<file path="config.mk">
export PLATFORM = sky130hd
export DESIGN_NAME = tx_fsm
export DESIGN_NICKNAME = d
export VERILOG_FILES = /design/src/rtl/tx_fsm.sv
export SDC_FILE = /design/constraint.sdc
export NUM_CORES = 1
export LEC_CHECK = 0
export ABC_AREA = 0
export CORE_MARGIN = 8
export CORE_UTILIZATION = 57
export CTS_CLUSTER_SIZE = 40
export DETAILED_ROUTE_END_ITERATION = 10
export DONT_BUFFER_PORTS = 1
export PLACE_DENSITY = 0.72
export SLEW_MARGIN = 5
export SYNTH_ARGS = -nofsm -noshare
export SYNTH_HDL_FRONTEND = slang
export SYNTH_SLANG_ARGS = --single-unit
</file>
<file path="constraint.sdc">
create_clock -name clk_in -period 4.4 [get_ports clk_in]
set_input_delay 0.88 -clock clk_in [delete_from_list [all_inputs] [get_ports clk_in]]
set_output_delay 0.88 -clock clk_in [all_outputs]
set_load 0.02 [all_outputs]
</file>
<file path="src/rtl/tx_fsm.sv">
`default_nettype none
// ============================================================================
// Module  : tx_fsm
// Purpose : Byte-wide transmit framer: SFD, TYPE, SIZE, PAYLOAD, FCS, then IFG.
// Rev     : 1.0  initial release
// ============================================================================
module tx_fsm #(
  parameter logic [31:0] C_SFD              = 32'h5555557F,
  parameter logic [15:0] C_PACKET_TYPE      = 16'h1234,
  parameter logic [7:0]  C_SIZE_MIN         = 8'h08,
  parameter int          MAX_PACKET_CNT_VAL = 20,
  parameter int          IFG_CYCLES         = 2
) (
  input  logic        clk_in,
  input  logic        rst_n_in,
  input  logic        start_in,
  input  logic [7:0]  size_in,
  input  logic        fcs_corrupt_in,
  input  logic [7:0]  s_data_in,
  input  logic        s_valid_in,
  output logic        s_ready_out,
  output logic [7:0]  txd_out,
  output logic        txdv_out,
  output logic        txer_out,
  output logic        busy_out,
  output logic        start_err_out,
  output logic        abort_out,
  output logic [15:0] stat_packet_sent_cnt,
  output logic [15:0] stat_packet_abort_cnt
);

  typedef enum logic [2:0] {
    S_IDLE    = 3'd0,
    S_SFD     = 3'd1,
    S_TYPE    = 3'd2,
    S_SIZE    = 3'd3,
    S_PAYLOAD = 3'd4,
    S_FCS     = 3'd5,
    S_GAP     = 3'd6
  } state_t;

  localparam logic [15:0] C_CNT_MAX  = 16'(MAX_PACKET_CNT_VAL);
  localparam logic [7:0]  C_GAP_LAST = 8'(IFG_CYCLES - 1);

  state_t      r_state;
  logic [7:0]  r_cnt;
  logic [7:0]  r_size;
  logic        r_corrupt;
  logic        r_aborted;
  logic [9:0]  r_sum;
  logic [7:0]  r_txd;
  logic        r_txdv;
  logic        r_txer;
  logic        r_start_err;
  logic        r_abort;
  logic [15:0] r_sent_cnt;
  logic [15:0] r_abort_cnt;

  logic        w_ready;
  logic        w_take;
  logic        w_sum_en;
  logic [7:0]  w_fcs;

  // r_state names the field currently on txd_out; a byte accepted now is shown next cycle.
  assign w_ready  = !r_aborted &&
                    ((r_state == S_SIZE) ||
                     ((r_state == S_PAYLOAD) && (r_cnt < (r_size - 8'd1))));
  assign w_take   = w_ready && s_valid_in;
  assign w_sum_en = w_take && ((r_state == S_SIZE) || (r_cnt < 8'd3));
  assign w_fcs    = r_sum[7:0] ^ {7'b0, r_corrupt};

  always_ff @(posedge clk_in) begin
    if (!rst_n_in) begin
      r_state     <= S_IDLE;
      r_cnt       <= 8'd0;
      r_size      <= 8'd0;
      r_corrupt   <= 1'b0;
      r_aborted   <= 1'b0;
      r_sum       <= 10'd0;
      r_txd       <= 8'd0;
      r_txdv      <= 1'b0;
      r_txer      <= 1'b0;
      r_start_err <= 1'b0;
      r_abort     <= 1'b0;
      r_sent_cnt  <= 16'd0;
      r_abort_cnt <= 16'd0;
    end else begin
      r_start_err <= 1'b0;
      r_abort     <= 1'b0;
      case (r_state)
        S_IDLE: begin
          if (start_in) begin
            if (size_in >= C_SIZE_MIN) begin
              r_state   <= S_SFD;
              r_cnt     <= 8'd0;
              r_size    <= size_in;
              r_corrupt <= fcs_corrupt_in;
              r_aborted <= 1'b0;
              r_sum     <= 10'(C_PACKET_TYPE[15:8]) + 10'(C_PACKET_TYPE[7:0]) + 10'(size_in);
              r_txdv    <= 1'b1;
              r_txd     <= C_SFD[31:24];
            end else begin
              r_start_err <= 1'b1;
            end
          end
        end
        S_SFD: begin
          if (r_cnt == 8'd3) begin
            r_state <= S_TYPE;
            r_cnt   <= 8'd0;
            r_txd   <= C_PACKET_TYPE[15:8];
          end else begin
            r_cnt <= r_cnt + 8'd1;
            case (r_cnt[1:0])
              2'd0:    r_txd <= C_SFD[23:16];
              2'd1:    r_txd <= C_SFD[15:8];
              default: r_txd <= C_SFD[7:0];
            endcase
          end
        end
        S_TYPE: begin
          if (r_cnt == 8'd0) begin
            r_cnt <= 8'd1;
            r_txd <= C_PACKET_TYPE[7:0];
          end else begin
            r_state <= S_SIZE;
            r_cnt   <= 8'd0;
            r_txd   <= r_size;
          end
        end
        S_SIZE: begin
          r_state <= S_PAYLOAD;
          r_cnt   <= 8'd0;
          if (w_take) begin
            r_txd <= s_data_in;
          end else begin
            r_txd     <= 8'd0;
            r_txer    <= 1'b1;
            r_aborted <= 1'b1;
            r_abort   <= 1'b1;
          end
        end
        S_PAYLOAD: begin
          if (r_cnt == (r_size - 8'd1)) begin
            r_state <= S_FCS;
            r_txd   <= r_aborted ? 8'd0 : w_fcs;
            r_txer  <= r_aborted;
          end else begin
            r_cnt <= r_cnt + 8'd1;
            if (w_take) begin
              r_txd <= s_data_in;
            end else begin
              // Once aborted every remaining slot is a zero byte flagged as error.
              r_txd  <= 8'd0;
              r_txer <= 1'b1;
              if (!r_aborted) begin
                r_aborted <= 1'b1;
                r_abort   <= 1'b1;
              end
            end
          end
        end
        S_FCS: begin
          r_state <= S_GAP;
          r_cnt   <= 8'd0;
          r_txd   <= 8'd0;
          r_txdv  <= 1'b0;
          r_txer  <= 1'b0;
          if (r_aborted) begin
            if (r_abort_cnt < C_CNT_MAX) r_abort_cnt <= r_abort_cnt + 16'd1;
          end else begin
            if (r_sent_cnt < C_CNT_MAX) r_sent_cnt <= r_sent_cnt + 16'd1;
          end
        end
        S_GAP: begin
          if (r_cnt == C_GAP_LAST) begin
            r_state <= S_IDLE;
            r_cnt   <= 8'd0;
          end else begin
            r_cnt <= r_cnt + 8'd1;
          end
        end
        default: begin
          r_state <= S_IDLE;
        end
      endcase
      if (w_sum_en) r_sum <= r_sum + {2'b00, s_data_in};
    end
  end

  assign s_ready_out           = w_ready;
  assign txd_out               = r_txd;
  assign txdv_out              = r_txdv;
  assign txer_out              = r_txer;
  assign busy_out              = (r_state != S_IDLE);
  assign start_err_out         = r_start_err;
  assign abort_out             = r_abort;
  assign stat_packet_sent_cnt  = r_sent_cnt;
  assign stat_packet_abort_cnt = r_abort_cnt;

endmodule
`default_nettype wire

</file>
**Word level (Yosys, flattened, before mapping)**

Index checks and enable logic that the tools add are counted.

- Flip-flop bits (word level): 75
- Bits of input ports: 21
- Logic and storage cells: 118

- Add/sub/neg operators: 6
- Order comparisons: 5
- Equality and inequality tests: 17
- Mux-type cells: 44
- Bitwise logic cells: 2
- Reduce and logical (&&, ||, !) cells: 31

Operators with widths:

| kind | count |
|---|---|
| 8-bit one-hot mux with 6 select lines | 2 |
| 8-bit 2-to-1 mux | 11 |
| 10-bit 2-to-1 mux | 4 |
| 16-bit by 1-bit adder with 16-bit output (second input constant) | 2 |
| 16-bit by 5-bit less-than comparator with 1-bit output (second input constant) | 2 |
| 3-bit one-hot mux with 7 select lines | 1 |
| 3-bit AND reduction | 7 |
| 3-bit 2-to-1 mux | 6 |
| 1-bit 2-to-1 mux | 14 |
| 2-bit != test (second input constant) | 6 |
| 6-bit nonzero test | 2 |
| 10-bit by 8-bit adder with 10-bit output | 1 |
| 7-bit by 8-bit adder with 9-bit output (first input constant) | 1 |
| 3-bit == test (second input constant) | 3 |
| 3-bit nonzero test | 3 |
| 8-bit by 1-bit adder with 8-bit output (second input constant) | 1 |
| 8-bit by 1-bit == test with 1-bit output (second input constant) | 1 |
| 8-bit by 2-bit == test with 1-bit output (second input constant) | 1 |
| 8-bit == test | 1 |
| 8-bit by 4-bit greater-or-equal comparator with 1-bit output (second input constant) | 1 |
| 8-bit zero test | 1 |
| 8-bit by 2-bit less-than comparator with 1-bit output (second input constant) | 1 |
| 8-bit less-than comparator | 1 |
| 4-bit AND reduction | 2 |
| 19 further kinds | 30 |

**Logic depth before layout (Yosys ltp)**

Gate-level depths: netlist of the first run.

- Word-level depth: 9
- Gate-level depth with buffers: 13

**Least setup slack after synthesis of the first run**

No wires, ideal clock.

- Kind: reg-to-output
- From: register r_size[2]
- To: output s_ready_out
- Arrival: 2.185 ns
- Slack: 1.335 ns
- Cell stages (with the launch flop): 10
- Cell sequence: dfxtp_1 or4_1 nor4_1 xnor2_1 ha_1 nor4b_4 o211ai_2 nor2_1 nor2_1 nor2_1

- Longest elaborated chain between the ends: 5

Ends and longest elaborated chain:

| element | RTL line | RTL |
|---|---|---|
| start: declaration | 47 | `logic [7:0] r_size;` |
| start signal: assignment | 96 | `r_size <= size_in;` |
| 8-bit by 1-bit subtractor with 8-bit output | 67 | `((r_state == S_PAYLOAD) && (r_cnt < (r_size - 8'd1))));` |
| 8-bit less-than comparator | 67 |  |
| 1-bit logical AND | 67 |  |
| 1-bit logical OR | 66 | `((r_state == S_SIZE) \|\|` |
| 1-bit logical AND | 65 | `assign w_ready = !r_aborted &&` |
| end: declaration | 21 | `output logic s_ready_out,` |

Every way passes these cells.

**Worst setup path after layout of the first run**

Same ends and word-level chain as after synthesis.

==> summary.md, run 1 <==
| Metric | Value |
|---|---|
| Setup Viol. Count Final | `0` |
| Overall Global Routing Usage | `19.6%` |
| Max_cap viols | `0` |
| FFs w/ async S/R, synth | `0%` |
| Fin crit period | `around 3.8 ns` |
| Post-route ant nets | `0` |
| Total power | `about 1.4 mW` |
| Vias/cell | `5.97` |
| CTS tree | `done` |
| Clk sinks | `73` |
| Post-CTS Setup Inserts | `0` |
| Synth Instances | `437` |
| Hold-critical path depth | `2` |
| Hold EP | `r_sum[4]$_SDFFE_PN0P_` |
| FF-to-FF Start | `r_size[2]$_SDFFE_PN0P_` |
| #FFs+latches synth | `73` |
| Largest net degree at the start of global routing | `72` |
| Top_reg_cell synth | `dfxtp_1` |
| DP HPWL | `6690 µm` |
| Worst R2R Path Depth | `10` |
| Distinct cells, synth | `55` |
| Worst Setup Start Kind | `register` |
| Crit-path max FO | `6` |
| Site Rows | `30` |
| Peak supply drop | `0.000183 V` |
| Status | `finished, final reports clean` |
| Clk buf depth | `2` |
| DRC violations left | `0` |
| Worst setup EP type | `primary output` |
| Initial DRC count | `234` |
| Clock latency on the worst-skew pair | `0.36 ns` |
| Final core utilization | `61.4%` |
| CP bufs+invs | `0` |
| Grt ovf | `0` |
| Worst path slowest cell | `or4_1` |
| Die height | `98.7 µm` |
| Port Buffer Count | `0` |
| Post-synthesis sequential area ratio | `37.5%` |
| CP peak stage delay | `0.58 ns` |
| Critical path class | `register to primary output` |
| Initial Util | `between 50 and 60%` |
| Synth Warn # | `0` |
| RSZ-0062 raised after global routing | `false` |
| Drt wl/cell | `17.9 µm` |
| Core area | `approximately 6700 µm²` |
| Vias | `3,089` |
| Share of cells above drive strength 1 | `~6.6%` |
| Cell taking the most area after synthesis | `dfxtp_1` |
| Syn nets | `between 400 and 500` |
| ANT cells | `0` |
| Hold Crit Class | `register to register` |
| Average instance area after synthesis | `8.92 µm²` |
| Fin crit share | `just under 90%` |
| Delay-heaviest family, CP | `simple AND/OR/NAND/NOR gates` |
| Pins Over Slew Limit | `0` |
| Hold buffer count at cts | `0` |
| Clock Skews | `0.0112 ns` |
| RR Endpoint | `txd_out[3]$_SDFFE_PN0P_` |
| Layout fillers | `between 600 and 700` |
| WL final | `9270 µm` |
| Die area | `9740 µm²` |
| Initial antenna violation count | `1` |
| Vias in the first global route | `2,978` |
| Most frequent cells in the layout | `73 x dfxtp_1, 34 x nand2_1, 31 x nor2_1, 31 x and2_1, 22 x ha_1` |
| Area growth syn-to-layout | `5.81%` |
| Leak | `1.71 nW` |
| Most used cell, CP | `nor2_1` |
| R2R Setup Slk | `1.07 ns` |
| Boundary Pins | `67` |
| PD cells | `348 nW/µm²` |
| First-pass GRT wire length | `15,600 µm` |
| CP Launch Point | `r_size[2]$_SDFFE_PN0P_` |
| Setup TNS | `0 ns` |
| Worst-Margin Slew | `0.905 ns` |
| Worst Path Arrival | `just under 3 ns` |
| Nets | `476` |
| Ranking of synthesized cells by area | `dfxtp_1 37%, ha_1 7.1%, and2_1 5.0%` |
| # resized after CTS | `0` |
| Critical path, cell by cell | `or4_1 -> nor4_1 -> xnor2_1 -> ha_1 -> nor4b_4 -> o211ai_2 -> nor2_1 -> nor2_1 -> nor2_1` |
| Hold_sp | `r_sum[4]$_SDFFE_PN0P_` |
| CTS Buf Count | `9` |
| Relative slew slack | `39.3%` |
| Share of the synthesized area in the top cell type | `37.5%` |
| Leading cell type in the layout, fill and taps excluded | `dfxtp_1` |
| Root Buffer | `clkbuf_8` |
| 1st-pass router iterations | `4` |
| Clock Pin Slew Worst Setup and Hold Paths | `~0.090 ns` |
| EDFF count, synth | `0` |
| Final Instance Count excl. Fillers | `517` |
| Final Hold Vio Count | `0` |
| Placer Congestion | `approximately 0.9` |
| Die Span X | `98.7 µm` |
| Register Area | `1460 µm²` |
| Fmax | `263 MHz` |
| Dpl cells | `501` |
| Multi-input gate area | `between 2000 and 2500 µm²` |
| Mapped cell area | `between 3000 and 4000 µm²` |
| Req. time, crit path | `approximately 3.5 ns` |
| H-tree depth | `3` |
## synthesized netlist by cell type, types with 4 or more instances
cell type / count
xnor2_1: 17
nor2_1: 31
ha_1: 22
o211a_1: 5
a21oi_1: 15
nor3_1: 9
nand4_1: 11
and3_1: 7
a21boi_0: 4
xor2_1: 13
o211ai_2: 4
nor4_1: 8
nor2b_1: 17
inv_1: 21
a22o_1: 4
buf_2: 5
and2_1: 31
o21ai_0: 21
mux2i_1: 10
nand2_1: 34
dfxtp_1: 73
a31oi_1: 6
clkbuf_1: 9
nand3_1: 12
## final cells by class
| type | count | area share [%] |
|---|---|---|
| clock inverters | 7 | 2.03 |
| clock buffers | 9 | 3.00 |
| multi-input cells | 327 | 55.2 |
| inverters | 21 | 1.91 |
| flip-flops and latches | 73 | 35.4 |
| well taps | 80 | 2.43 |
## registers in the layout, summed over array words and instances (netlist names)
name                   count
txd_out                    8
r_cnt                      8
stat_packet_sent_cnt      16
r_corrupt                  1
r_state                    3
start_err_out              1
txer_out                   1
r_sum                      8
r_size                     8
r_aborted                  1
abort_out                  1
txdv_out                   1
stat_packet_abort_cnt     16
## cell families (layout without fill, tap and decap cells)
group                    Yosys count  after routing  share of synthesized area, %
multiplexers                      10             10                          2.57
AND/OR/NAND/NOR                  174            174                          24.5
buffers and inverters             37             37                          4.11
XOR/XNOR                          30             30                          6.74
AO/OA/AOI/OAI                     90             90                          17.0
flip-flops                        73             73                          37.5
adder cells (fa/ha/maj)           23             23                          7.58
## where the power goes
group	total, mW	internal, mW	switching [mW]
Combinational	0.169	0.0750	0.0938
Sequential	0.707	0.678	0.0291
Clock	0.558	0.274	0.284
## worst min-delay path: stages, from the launching register on
cell and delay [ns]:
dfxtp_1 0.35, inv_1 0.06, a31oi_1 0.06
## worst max-delay path by stage
stage	slack (ns)	to	depth (start not counted)
floorplan	1.34	s_ready_out	9
global placement	1.16	s_ready_out	9
detailed placement	1.09	s_ready_out	9
CTS	0.59	s_ready_out	9
global route	0.47	s_ready_out	9
finish	0.59	s_ready_out	9
## layer usage
metal	track usage [%]	part of all wire [%]	vias to the layer above
met5	0	0.14	-
met4	5.67	1.5	2
met3	7.68	7.6	17
met2	30.5	46	82
met1	24.4	45	1441
li1	-	-	1547
## stage by stage
stage                     cell area [µm²]  hold slack [ns]  setup slack, ns
after floorplan                      3900            0.450             1.34
after global placement               3920            0.486             1.16
after detailed placement             3920            0.485             1.09
after CTS                            4120            0.498            0.588
after global routing                 4120            0.548            0.471
final                                4120            0.502            0.593
Note: power is estimated with default switching activity, not from simulation.
==> run 2: changes to the inputs <==
--- a/config.mk
+++ b/config.mk
@@ -8,6 +8,7 @@
 export ABC_AREA = 0
 export CORE_MARGIN = 8
 export CORE_UTILIZATION = 57
+export CTS_BUF_LIST = sky130_fd_sc_hd__clkbuf_2
 export CTS_CLUSTER_SIZE = 40
 export DETAILED_ROUTE_END_ITERATION = 10
 export DONT_BUFFER_PORTS = 1
==> run 2 against run 1 <==
Sequential share of layout area grew 0.69 points. Critical path depth unchanged. Largest cell class unchanged. Critical endpoint unchanged. Cell count unchanged. Largest power group unchanged. Maximum frequency fell by 5.0%. Worst hold slack worse by 0.073 ns.
==> summary.md, run 2 (same netlist as run 1, synthesis figures left out) <==
| Metric | Value |
|---|---|
| Status | `finished, final reports clean` |
| Clock share of power | `32.0% (-6.9 points)` |
| Nets | `476 (unchanged)` |
| Port Buffer Count | `0 (unchanged)` |
| R2R Setup Slk | `1.05 ns (-0.02 ns)` |
| Relative slew slack | `40.4% (+1.1 points)` |
| Crit-path max FO | `6 (unchanged)` |
| Layout fillers | `625 (+2.3%)` |
| Pins Over Slew Limit | `0 (unchanged)` |
| Post-CTS Setup Inserts | `0 (unchanged)` |
| Drt wl/cell | `17.8 µm (-0.60%)` |
| Multi-input gate area | `2280 µm² (unchanged)` |
| Crit path to | `s_ready_out` |
| Core area | `6720 µm² (unchanged)` |
| GR Layer Usage met2 | `30.2% (-0.21 points)` |
| Critical path class | `register to primary output` |
| Fin worst setup slack | `0.392 ns (-0.201 ns)` |
| Largest net degree at the start of global routing | `72 (unchanged)` |
| CTS tree | `done` |
| Leading cell type in the layout, fill and taps excluded | `dfxtp_1` |
| Fin crit share | `91.1% (+4.6 points)` |
| Fin crit period | `4.01 ns (+0.201 ns)` |
| Leak | `1.68 nW (-1.6%)` |
| Worst Setup Start Kind | `register` |
| Sw frac | `30.4% (+2.0 points)` |
| Worst Path Arrival | `3.13 ns (+0.20 ns)` |
| Most frequent cells in the layout | `73 x dfxtp_1, 34 x nand2_1, 31 x nor2_1, 31 x and2_1, 22 x ha_1` |
| Setup WS pre-CTS | `1.09 ns (unchanged)` |
| Die area | `9740 µm² (unchanged)` |
| RR Endpoint | `txd_out[3]$_SDFFE_PN0P_` |
| Grt ovf | `0 (unchanged)` |
| DRC violations left | `0 (unchanged)` |
| GRT Max-Usage Layer | `met2` |
| Placer Congestion | `0.897 (unchanged)` |
| CTS Buf Count | `9 (unchanged)` |
| FF-to-FF Start | `r_size[2]$_SDFFE_PN0P_` |
| Clock latency on the worst-skew pair | `0.55 ns (+0.19 ns)` |
| Setup TNS | `0 ns (unchanged)` |
| Comb power frac | `13.0% (+1.2 points)` |
| CP Launch Point | `r_size[2]$_SDFFE_PN0P_` |
| Die Span X | `98.7 µm (unchanged)` |
| GRT met3 Usage | `7.26% (-0.42 points)` |
| Die height | `98.7 µm (unchanged)` |
| Worst-Margin Slew | `0.889 ns (-0.0162 ns)` |
| Site Rows | `30 (unchanged)` |
| DP HPWL | `6690 µm (unchanged)` |
| Post-route ant nets | `0 (unchanged)` |
| Worst setup EP type | `primary output` |
| Register Area | `1460 µm² (unchanged)` |
| Final Hold Vio Count | `0 (unchanged)` |
| Req. time, crit path | `3.52 ns (about the same)` |
| Clock Skews | `0.0346 ns (+0.0234 ns)` |
| 1st-pass router iterations | `5 (+1)` |
| Vias | `3,175 (+2.8%)` |
| Initial antenna violation count | `1 (unchanged)` |
| Area growth syn-to-layout | `3.79%` |
| Vias in the first global route | `2,958 (-0.67%)` |
| Clk buf depth | `2 (unchanged)` |
| ANT cells | `0 (unchanged)` |
| Worst R2R Path Depth | `10 (unchanged)` |
| # resized after CTS | `0 (unchanged)` |
| H-tree depth | `3 (unchanged)` |
| Hold buffer count at cts | `0 (unchanged)` |
| WL final | `9210 µm (-0.60%)` |
| Pint | `899 µW (-12%)` |
| Sequential Power Share | `54.9% (+5.6 points)` |
| Share of cells above drive strength 1 | `6.64% (unchanged)` |
| Vias/cell | `6.14 (+2.8%)` |
| Initial DRC count | `246 (+5.1%)` |
| Setup Viol. Count Final | `0 (unchanged)` |
| Peak supply drop | `0.000217 V (+18%)` |
| Boundary Pins | `67 (unchanged)` |
| RSZ-0062 raised after global routing | `false` |
| Fmax | `250 MHz (-5.0%)` |
| Initial Util | `58.0% (unchanged)` |
| Met1 global-route usage | `24.5% (+0.14 points)` |
| Hold Crit Class | `input port to register` |
| Overall Global Routing Usage | `19.6% (+0.033 points)` |
| First-pass GRT wire length | `15,600 µm (about the same)` |
| Max_cap viols | `0 (unchanged)` |
| Clk sinks | `73 (unchanged)` |
| NetSw | `393 µW (-3.4%)` |
| PD cells | `319 nW/µm² (-8.1%)` |
| Root Buffer | `clkbuf_2` |
| Clock Pin Slew Worst Setup and Hold Paths | `0.26 ns (+0.17 ns)` |
==> run 2: power groups by stage <==
stage                     Sequential (mW)  Clock [mW]  Combinational, mW
after detailed placement            0.722           0              0.167
after global routing                0.714       0.453              0.193
after floorplan                     0.712           0              0.149
final                               0.710       0.414              0.169
after CTS                           0.710       0.426              0.169
after global placement              0.722           0              0.162
==> run 2: cell type report <==
type / count / area share, %
Clock buffer: 9 / 1.11
Tap cell: 80 / 2.47
Multi-Input combinational cell: 327 / 56.3
Inverter: 21 / 1.95
Sequential cell: 73 / 36.1
Clock inverter: 7 / 2.07
==> run 2: how the worst min path moves through the flow <==
stage	startpoint	slack [ns]	end	depth (start not counted)
floorplan	r_sum[4]$_SDFFE_PN0P_	0.45	r_sum[4]$_SDFFE_PN0P_	2
global placement	r_sum[4]$_SDFFE_PN0P_	0.49	r_sum[4]$_SDFFE_PN0P_	2
detailed placement	r_sum[4]$_SDFFE_PN0P_	0.49	r_sum[4]$_SDFFE_PN0P_	2
CTS	rst_n_in	0.40	r_sum[4]$_SDFFE_PN0P_	2
global route	rst_n_in	0.36	stat_packet_abort_cnt[0]$_SDFFE_PN0P_	1
finish	rst_n_in	0.43	stat_packet_abort_cnt[3]$_SDFFE_PN0P_	1
==> run 2: per-layer routing <==
layer | up-vias | routed length [µm]
li1 | 1553 | -
met1 | 1499 | 4080
met2 | 107 | 4220
met3 | 14 | 772
met4 | 2 | 123
met5 | - | 13
==> run 2: stage by stage <==
stage | instances | hold slack (ns) | total power, mW | utilization [%] | area (µm²)
floorplan | 437 | 0.450 | 0.861 | - | 3900
global placement | 501 | 0.486 | 0.883 | 58.3 | 3920
detailed placement | 501 | 0.485 | 0.889 | 58.3 | 3920
CTS | 517 | 0.396 | 1.30 | 60.2 | 4050
global route | 517 | 0.364 | 1.36 | 60.2 | 4050
finish | 517 | 0.429 | 1.29 | 60.2 | 4050
==> run 2: worst max-delay path, cell delays in order, from the launching register on <==
cell and delay, ns:
dfxtp_1 0.41, or4_1 0.59, nor4_1 0.36, xnor2_1 0.17, ha_1 0.27, nand4_1 0.14, a21oi_1 0.10, nor2_1 0.16
nor2_1 0.05, nor2_1 0.36
